[src/rtl/muxnx1_scan_if.sv]
// muxnx1_scan_if: control, data and valid/ready output bundle of the N:1 scan mux
interface muxnx1_scan_if #(
  parameter int WIDTH    = 1,
  parameter int CHANNELS = 4,
  parameter int SEL_W    = 2
) ();
  logic                      mode;
  logic                      en;
  logic [SEL_W-1:0]          s;
  logic [CHANNELS*WIDTH-1:0] a;
  logic                      ready;
  logic [WIDTH-1:0]          y;
  logic [SEL_W-1:0]          y_sel;
  logic                      y_valid;
  logic                      sel_err;
  modport master (output mode, en, s, a, ready, input y, y_sel, y_valid, sel_err);
  modport slave  (input mode, en, s, a, ready, output y, y_sel, y_valid, sel_err);
endinterface

[src/rtl/muxnx1_scan.sv]
// muxnx1_scan: registered N:1 mux with manual select, dwell-based auto-scan and valid/ready output
module muxnx1_scan #(
  parameter int WIDTH    = 1,
  parameter int CHANNELS = 4,
  parameter int SEL_W    = 2,
  parameter int DWELL    = 4
) (
  input logic           clk,
  input logic           rst_n,
  muxnx1_scan_if.slave  bus
);
  logic [WIDTH-1:0] y_q, y_d, data;
  logic [SEL_W-1:0] sel_q, sel_d, ch_q, ch_d, cur;
  logic [7:0]       dc_q, dc_d;
  logic             v_q, v_d, err_q, err_d, m_q;
  logic             cap, entry, bad, adv, last;
  always_comb begin
    cap   = bus.en && (!v_q || bus.ready);
    entry = bus.mode && !m_q;
    // a scan entry captures from channel 0 even before the pointer register is cleared
    cur   = bus.mode ? (entry ? '0 : ch_q) : bus.s;
    bad   = !bus.mode && (32'(bus.s) >= CHANNELS);
    data  = '0;
    for (int k = 0; k < CHANNELS; k++)
      if (cur == SEL_W'(k)) data = bus.a[k*WIDTH +: WIDTH];
    adv   = cap && bus.mode && !entry;
    last  = dc_q == 8'(DWELL - 1);
    y_d   = cap ? data : y_q;
    sel_d = cap ? cur : sel_q;
    err_d = cap ? bad : err_q;
    v_d   = cap || (v_q && !bus.ready);
    ch_d  = entry ? '0 : (adv && last) ? ((ch_q == SEL_W'(CHANNELS - 1)) ? '0 : ch_q + 1'b1) : ch_q;
    dc_d  = entry ? '0 : adv ? (last ? '0 : dc_q + 8'd1) : dc_q;
  end
  always_ff @(posedge clk or negedge rst_n) begin
    if (!rst_n) begin
      y_q   <= '0;
      sel_q <= '0;
      v_q   <= 1'b0;
      err_q <= 1'b0;
      ch_q  <= '0;
      dc_q  <= '0;
      m_q   <= 1'b0;
    end else begin
      y_q   <= y_d;
      sel_q <= sel_d;
      v_q   <= v_d;
      err_q <= err_d;
      ch_q  <= ch_d;
      dc_q  <= dc_d;
      m_q   <= bus.mode;
    end
  end
  assign bus.y       = y_q;
  assign bus.y_sel   = sel_q;
  assign bus.y_valid = v_q;
  assign bus.sel_err = err_q;
endmodule

[src/flat_wrapper.sv]
// flat-port wrapper written by rule: the top's interface ports become plain ports
module muxnx1_scan_flat 
#(
  parameter int WIDTH    = 1,
  parameter int CHANNELS = 4,
  parameter int SEL_W    = 2,
  parameter int DWELL    = 4
)
  (clk, rst_n, bus_mode, bus_en, bus_s, bus_a, bus_ready, bus_y, bus_y_sel, bus_y_valid, bus_sel_err);
  muxnx1_scan_if #(.WIDTH(WIDTH), .CHANNELS(CHANNELS), .SEL_W(SEL_W)) bus_i ();
  input logic clk;
  input logic rst_n;
  input wire logic [$bits(bus_i.mode)-1:0] bus_mode;
  input wire logic [$bits(bus_i.en)-1:0] bus_en;
  input wire logic [$bits(bus_i.s)-1:0] bus_s;
  input wire logic [$bits(bus_i.a)-1:0] bus_a;
  input wire logic [$bits(bus_i.ready)-1:0] bus_ready;
  output wire logic [$bits(bus_i.y)-1:0] bus_y;
  output wire logic [$bits(bus_i.y_sel)-1:0] bus_y_sel;
  output wire logic [$bits(bus_i.y_valid)-1:0] bus_y_valid;
  output wire logic [$bits(bus_i.sel_err)-1:0] bus_sel_err;
  assign bus_i.mode = bus_mode;
  assign bus_i.en = bus_en;
  assign bus_i.s = bus_s;
  assign bus_i.a = bus_a;
  assign bus_i.ready = bus_ready;
  assign bus_y = bus_i.y;
  assign bus_y_sel = bus_i.y_sel;
  assign bus_y_valid = bus_i.y_valid;
  assign bus_sel_err = bus_i.sel_err;
  muxnx1_scan #(.WIDTH(WIDTH), .CHANNELS(CHANNELS), .SEL_W(SEL_W), .DWELL(DWELL)) u_core (.clk(clk), .rst_n(rst_n), .bus(bus_i));
endmodule
[config.mk]
export PLATFORM = sky130hd
export DESIGN_NAME = muxnx1_scan_flat
export DESIGN_NICKNAME = d
export VERILOG_FILES = /design/src/rtl/muxnx1_scan_if.sv /design/src/rtl/muxnx1_scan.sv /design/src/flat_wrapper.sv
export SDC_FILE = /design/constraint.sdc
export NUM_CORES = 1
export LEC_CHECK = 0
export CORE_ASPECT_RATIO = 0.9
export CORE_MARGIN = 5
export CORE_UTILIZATION = 50
export DETAILED_ROUTE_END_ITERATION = 6
export GPL_ROUTABILITY_DRIVEN = 0
export PLACE_DENSITY = 0.78
export SLEW_MARGIN = 20
export SYNTH_ARGS = -nofsm -noshare
export SYNTH_HDL_FRONTEND = slang
export SYNTH_SLANG_ARGS = --single-unit
[constraint.sdc]
create_clock -name clk -period 4 [get_ports clk]
set_input_delay 0.8 -clock clk [delete_from_list [all_inputs] [get_ports clk]]
set_output_delay 0.8 -clock clk [all_outputs]
set_load 0.05 [all_outputs]
Word level (Yosys, flattened, before mapping) --
Cells that the tools add are included.
Cells by class: multipliers 0, bitwise operators 0, divide/modulo/power cells 0, equality and inequality tests 5, add/sub/neg operators 2, magnitude comparators 0, muxes and demuxes 12, shifts and indexed selects 0, reduce and logical (&&, ||, !) cells 15
Operator list (count):
- 2-to-1 mux 8 bit | 3
- 2-to-1 mux 2 bit | 5
- adder 8 x 1 -> 8 bit (second input constant) | 1
- equality test 8 x 2 -> 1 bit (second input constant) | 1
- equality test 2 bit (second input constant) | 3
- logical AND 1 bit | 6
- zero test 1 bit | 4
- 2-to-1 mux 1 bit | 4
- nonzero test 2 bit | 2
- adder 2 x 1 -> 2 bit (second input constant) | 1
- equality test 2 x 1 -> 1 bit (second input constant) | 1
- zero test 2 bit | 1
- logical OR 1 bit | 2
Storage, ports and cells: bits in latches 0, register bits after elaboration 15, output and inout port bits 5, RAM bits 0, input bits 11, memories kept 0, memory bits (read-only) 0

Longest topological paths before layout --
depth after elaboration 9, mapped depth 5, depth with buffers taken out 5

Least setup slack after synthesis --
Ideal clock, no wire load.
kind input -> register, start point input port bus_mode, end point register u_core.y_q (netlist: u_core.bus.y), required time 3.862 ns, stages 4, arrival time 1.644 ns, path buffers 1, path slack 2.218 ns, setup time 0.138 ns, cell sequence clkbuf_1 -> o21ai_0 -> mux2i_1 -> o221ai_1
Between the ends: cells in the longest elaborated chain, start to end 8, elaborated cells on any way between the ends 11, classes of those cells eq/ne (3); mux (6); reduce/logical (2)
RTL lines:
- start, declared | RTL line flat_wrapper.sv:13 | input wire logic [$bits(bus_i.mode)-1:0] bus_mode;
- logical AND 1 bit | RTL line muxnx1_scan.sv:19 | entry = bus.mode && !m_q;
- 2-to-1 mux 2 bit | RTL line muxnx1_scan.sv:21 | cur = bus.mode ? (entry ? '0 : ch_q) : bus.s;
- 2-to-1 mux 2 bit * | RTL line muxnx1_scan.sv:21
- zero test 2 bit | RTL line muxnx1_scan.sv:25 | if (cur == SEL_W'(k)) data = bus.a[k*WIDTH +: WIDTH];
- 2-to-1 mux 1 bit (3 in series) | RTL line muxnx1_scan.sv:25
- 2-to-1 mux 1 bit * | RTL line muxnx1_scan.sv:25
- end signal, assigned | RTL line muxnx1_scan.sv:45 | y_q <= y_d;
- end, declared | RTL line muxnx1_scan.sv:12 | logic [WIDTH-1:0] y_q, y_d, data;
Every way passes the cells marked *; elsewhere a longest branch is shown, timed or not. A chain may end at the register's enable or synchronous reset.

Final worst setup path --
start point register u_core.y_q (netlist: u_core.bus.y), end point output port bus_y
RTL lines:
- end, declared | RTL line flat_wrapper.sv:18 | output wire logic [$bits(bus_i.y)-1:0] bus_y;
No word-level cell between the ends.

==> impl_metrics.yaml <==
cts:
  htree_levels: 1
  clockBufferDepth: 2
  cts_sinks: 15
  cts_resized: 0
  cts_tree: "done"
  cts.reportedPaths.clkPinSlew_ps: 80
  clkLatencyLatePin_ps: 280
  cts_hold_buf: 0
  cts_setup_buffers: 0
  clockRootBuffer: "clkbuf_4"
  cts_made_buffers: 3
critical_path:
  worstPathCellList: "clkdlybuf4s50_1"
  path_buf_inv: 1
  worstSetupStartpointType: "register"
  r2r-end: "u_core.ch_q[0]$_DFFE_PN0P_"
  crit_type: "register to primary output"
  rr_worst_depth: 5
  cp-end-kind: "primary output"
  path_delay_family: "buffers and inverters"
  r2r_slack_ps: 2310
  r2r_start: "u_core.dc_q[0]$_DFFE_PN0P_"
  cp.arrival_ps: 1450
  cpPeakStageDelay_ps: 800
  cp_max_fo: 2
  crit_slowest_cell: "clkdlybuf4s50_1"
  crit_required_ps: 3200
logic_synthesis:
  synth-edff-count: 0
  synthArstFlopShare_pct: 100
  synth-simple-area-share_pct: 22.8
  syn_area_um2: 825
  synthMuxAreaShare_pct: 5.16
  ys_types: 29
  syn_inst: 85
  synth-adder-area-share_pct: 3.03
  synth_top_cell_by_area: "dfrtp_1"
  synth_compound_area_share_pct: 16.2
  synth_top_family_by_area: "simple AND/OR/NAND/NOR gates"
  yosys-top-cells-area: "dfrtp_1 46%, a31oi_1 6.1%, nand3_1 6.1%, nand2_1 4.1%, ha_1 3.0%"
  syn-num-nets: 98
  synth.yosys.seq_area_share_pct: 45.5
  ys_top_cells_by_count: "15 x dfrtp_1, 10 x nand3_1, 9 x nand2_1, 8 x a31oi_1, 5 x inv_1"
  yosysMostFrequentCell: "dfrtp_1"
  synthesis.yosys.warnings: 0
  syn_area_per_cell_um2: 9.70
  synth_top_area_share_pct: 45.5
  ys_ff_latch: 15
  synth_ff_type: "dfrtp_1"
  synthXorXnorAreaFrac_pct: 2.12
power_and_ir_drop:
  pwr-share-clk_pct: 22.4
  ir_drop_v: 0.000217
  fin_total_pwr_uw: 373
  seqPwrFrac_pct: 52.6
  switching_share_pct: 33.1
  pwr-share-comb_pct: 25.0
  powerDensity_nw_per_um2: 373
  p_int_uw: 250
  net-switching-power_uw: 123
  p_leak_uw: 0.000410
final_layout:
  syn2layout_area_growth_pct: 21.4
  filler_cell_count: 138
  multi_input_area_um2: 410
  finish.utilization_pct: 62.1
  register_area_um2: 375
  nNetsFinal: 113
  layout.cells.non_filler: 123
  antenna_cells: 0
  drive_gt1_share_pct: 8.08
routing:
  drc_errors: 0
  wl_met1_um: 699
  wl_um: 1570
  wl_met3_um: 124
  dr.pass1.iters: 4
  via_per_inst: 5.51
  top_layer: "met4"
  wl_met2_um: 730
  routedWlPerCell_um: 12.8
  drtIter0Drc: 14
  num_vias: 678
  ant_nets: 0
hold_path:
  hp-start: "u_core.bus.y_sel[1]$_DFFE_PN0N_"
  hp-class: "register to register"
  holdPathStages: 2
  worstHoldEndpoint: "u_core.bus.y_sel[1]$_DFFE_PN0N_"
timing:
  setup_tns_ps: 0
  max_freq_ghz: 0.445
  skew_ps: 0.924
  drv_slew: 0
  fin_ws_ps: 1750
  tightestPinTransition_ps: 637
  timing.slew.headroom_pct: 57.4
  hold_viol: 0
  period_share_pct: 56.2
  fin_crit_ps: 2250
  rsz0062_at_grt: "false"
  finalSetupViolations: 0
grt:
  grt_overflow_total: 0
  grt_max_degree: 16
  grt_pass1_wl_um: 2750
  first_global_vias: 608
  grtUsageTotal_pct: 14.6
  antenna_found_initial: 0
placed_design:
  place_ws_ps: 1540
  portBuffers: 14
  dp_cells: 119
  hpwl_um: 1190
run_status:
  outcome: "complete, no violations"
floorplanning:
  num_rows: 14
  floorplan.initialDensity_pct: 51.2
  die_x_um: 52.8
  die_area_um2: 2560
  ios: 16
  core_um2: 1610
  die_y_um: 48.5
run:
  cap_viol_max_count: 0
==> worst min-delay path, stage by stage, from the launching register on <==
cell and delay [ps]:
dfrtp_1 360, nand2_1 50, nand2_1 60
==> worst max-delay path by stage <==
stage / from / to / slack, ps / depth (start not counted)
2_1_floorplan: bus_mode / u_core.bus.y$_DFFE_PN0N_ / 2220 / 4
3_3_place_gp: bus_ready / u_core.dc_q[3]$_DFFE_PN0P_ / 1610 / 5
3_5_place_dp: bus_ready / u_core.dc_q[2]$_DFFE_PN0P_ / 1540 / 5
4_1_cts: u_core.bus.y_sel[0]$_DFFE_PN0N_ / bus_y_sel[0] / 1730 / 1
5_1_grt: u_core.bus.y_sel[0]$_DFFE_PN0N_ / bus_y_sel[0] / 1710 / 1
6_report: u_core.bus.y$_DFFE_PN0N_ / bus_y / 1750 / 1
==> layout by cell type (no fill, tap or decap) <==
cell type,instances
a21bo_1,1
a21boi_1,1
a21oi_1,2
a31oi_1,8
a41oi_1,1
and3_1,2
and4_1,1
clkbuf_1,1
clkbuf_4,3
clkdlybuf4s50_1,14
conb_1,1
dfrtp_1,15
ha_1,2
inv_1,5
mux2_2,2
mux2i_1,2
nand2_1,9
nand2b_1,3
nand3_1,10
nand4_2,1
nor2b_1,1
nor3_1,3
nor4b_4,1
o211ai_1,1
o21ai_0,2
o221ai_1,2
o22ai_1,2
or2_2,1
xnor2_1,2
==> sequential cells by signal (all words and copies together), names as in the netlist <==
name / flops
u_core.dc_q: 8
u_core.bus.y_valid: 1
u_core.m_q: 1
u_core.bus.y: 1
u_core.ch_q: 2
u_core.bus.y_sel: 2
==> layout make-up <==
class	count	share of cell area, %
Tap cell	24	3.00
Timing Repair Buffer	14	14.0
Inverter	5	1.88
Sequential cell	15	37.5
Clock buffer	4	2.63
Multi-Input combinational cell	61	41.0
==> power by group through the flow <==
stage	clock (uW)	combinational (uW)	sequential, uW
after floorplan	0	46.1	211
after global placement	0	91.9	198
after detailed placement	0	94.5	199
after CTS	88.5	94.3	196
after global routing	93.7	104	201
final	83.7	93.4	196
==> kinds of logic (layout without fill, tap and decap cells) <==
kind of cell / after synthesis / in the layout
other: 1 / 1
AO/OA/AOI/OAI: 20 / 20
adder cells (fa/ha/maj): 2 / 2
AND/OR/NAND/NOR: 32 / 32
XOR/XNOR: 2 / 2
multiplexers: 4 / 4
buffers and inverters: 9 / 23
flip-flops: 15 / 15
==> routing by layer <==
layer / vias up / GRT usage, %
met5: - / 0
met4: 0 / 6.38
met3: 4 / 6.75
met2: 20 / 21.1
met1: 315 / 18.4
li1: 339 / -
==> through the flow <==
step                      area, um2  hold WS [ps]
after floorplan                 825           483
after CTS                      1000           502
after global placement          975           481
after global routing           1000           530
final                          1000           494
after detailed placement        975           483
No activity file was read; power rests on OpenSTA's default activity.
==> variant (same flow settings) <==
Make the reset (`rst_n`) synchronous in one clocked block.
--- a/src/rtl/muxnx1_scan.sv
+++ b/src/rtl/muxnx1_scan.sv
@@ -33,5 +33,5 @@
     dc_d  = entry ? '0 : adv ? (last ? '0 : dc_q + 8'd1) : dc_q;
   end
-  always_ff @(posedge clk or negedge rst_n) begin
+  always_ff @(posedge clk) begin
     if (!rst_n) begin
       y_q   <= '0;
Check against the original RTL: differs if rst_n is asserted again (counterexample within 4 cycles, from zero or initial values and one cycle with rst_n low); with rst_n held inactive, the same outputs for 10 cycles.
==> variant against the unedited design <==
- non-clock buffer count unchanged
- critical path depth is 4 higher
- setup slack got worse by 0.13 ns
- sequential cell count is the same
- synthesized area decreased by 13%
- design area down 11%
- via count down 0.44%
- routed wire length grew 5.3%
- maximum frequency is 5.6% lower
- critical endpoint is now u_core.dc_q[6]
- largest cell class unchanged
- highest routed layer unchanged
Power is not compared: it rests on default switching activity, and its combinational part moved more than twofold at a synthesized area within 25%.
==> variant: results (changes against the unedited design) <==
power_and_ir_drop:
  intPower_uw: 209
logic_synthesis:
  synth_nets: 99  # was 98
  muxShareOfSynthArea: 0.0417  # was 0.0516
  synthAdderAreaFrac: 0.0347  # was 0.0303
  synth_area_leaders: "dfxtp_1 (42%), xor2_1 (6.1%), nor2_1 (5.2%), a21oi_1 (4.9%), mux2i_1 (4.2%)"  # was dfrtp_1 (46%), a31oi_1 (6.1%), nand3_1 (6.1%), nand2_1 (4.1%), ha_1 (3.0%)
  synth_seq_area_share: 0.417  # was 0.455
  synth_xor_xnor_area_share: 0.0608  # was 0.0212
  netlist_instances: 86  # was 85
  async_reset_ff_frac: 0  # was 1.00
  syn_area_um2: 721  # was 825 um2
  synth-compound-area-share: 0.125  # was 0.162
  synth_ff_type: "dfxtp_1"  # was dfrtp_1
  synth_cell_type_count: 25  # was 29
  synth_top_cells_by_count: "dfxtp_1 (15), nor2_1 (10), a21oi_1 (7)"  # was dfrtp_1 (15), nand3_1 (10), nand2_1 (9)
layout:
  multi_input_gates: 63  # was 61
  stdcell_area_um2: 890  # was 1000 um2
  fillCellCount: 113  # was 138
  final-clk-cell-share: 0.0309  # was 0.0263
  seq_cells: 15  # unchanged
  fin_cells: 116  # was 123
  seqCellArea_um2: 300  # was 375 um2
  layout.nonclk_buf_frac: 0.158  # was 0.140
  final_layout_size_suffix_gt1_frac: 0.0495  # was 0.0808
grt:
  met2_usage: 0.261  # was 0.211
  grt_pass1_wl_um: 2700  # was 2750 um
  met1_usage: 0.181  # was 0.184
  grt_max_degree: 11  # was 16
  grt_use_total: 0.160  # was 0.146
  grtUsageMet3: 0.0361  # was 0.0675
  grt_pass1_vias: 621  # was 608
sta:
  whs_ns: 0.493  # was 0.494 ns
  clock_skew_ns: 0.00438  # was 0.000924 ns
  fmax_mhz: 420  # was 445 MHz
  maxSlewHeadroom: 0.603  # was 0.574
routing:
  drt_iter0_markers: 21  # was 14
  wl_met3_um: 77  # was 124 um
  wl_per_cell_um: 14.3  # was 12.8 um
  met2_length_um: 766  # was 730 um
  viasPerCell: 5.82  # was 5.51
critical_path:
  cp_data_arrival_time_ns: 2.54  # was 1.45 ns
  critPathMaxFanout: 10  # was 2
  cpPeakStageDelay_ns: 0.57  # was 0.80 ns
place:
  placed_area_um2: 862  # was 975 um2
  hpwl_um: 1260  # was 1190 um
outcome:
  outcome: "finished, final reports clean"  # unchanged
==> variant: cell count changes in the layout (fill, tap and decap cells not counted), moves of 3 or more <==
cell     change
a21oi_1      +5
o21ai_0      +4
a31oi_1      -8
nand4_1      +4
dfrtp_1     -15
or3_1        +3
nor2_1      +10
nand2_1      -4
nand3_1      -7
xor2_1       +5
dfxtp_1     +15
==> variant: worst paths after layout <==
path / end / from / cells after the start
setup / recovery: u_core.dc_q[6] / bus_ready / 5
hold / removal: u_core.dc_q[7] / u_core.dc_q[7] / 2
setup reg to reg: u_core.dc_q[6] / u_core.bus.y_valid / 4
hold reg to reg: u_core.dc_q[7] / u_core.dc_q[7] / 2
==> variant: power by group through the flow <==
stage / registers, uW / logic, uW / clock network [uW]
CTS: 155 / 45.6 / 93.0
global route: 156 / 48.7 / 96.3
floorplan: 168 / 17.2 / 0
finish: 155 / 45.7 / 89.0
detailed placement: 159 / 45.5 / 0
global placement: 158 / 44.6 / 0
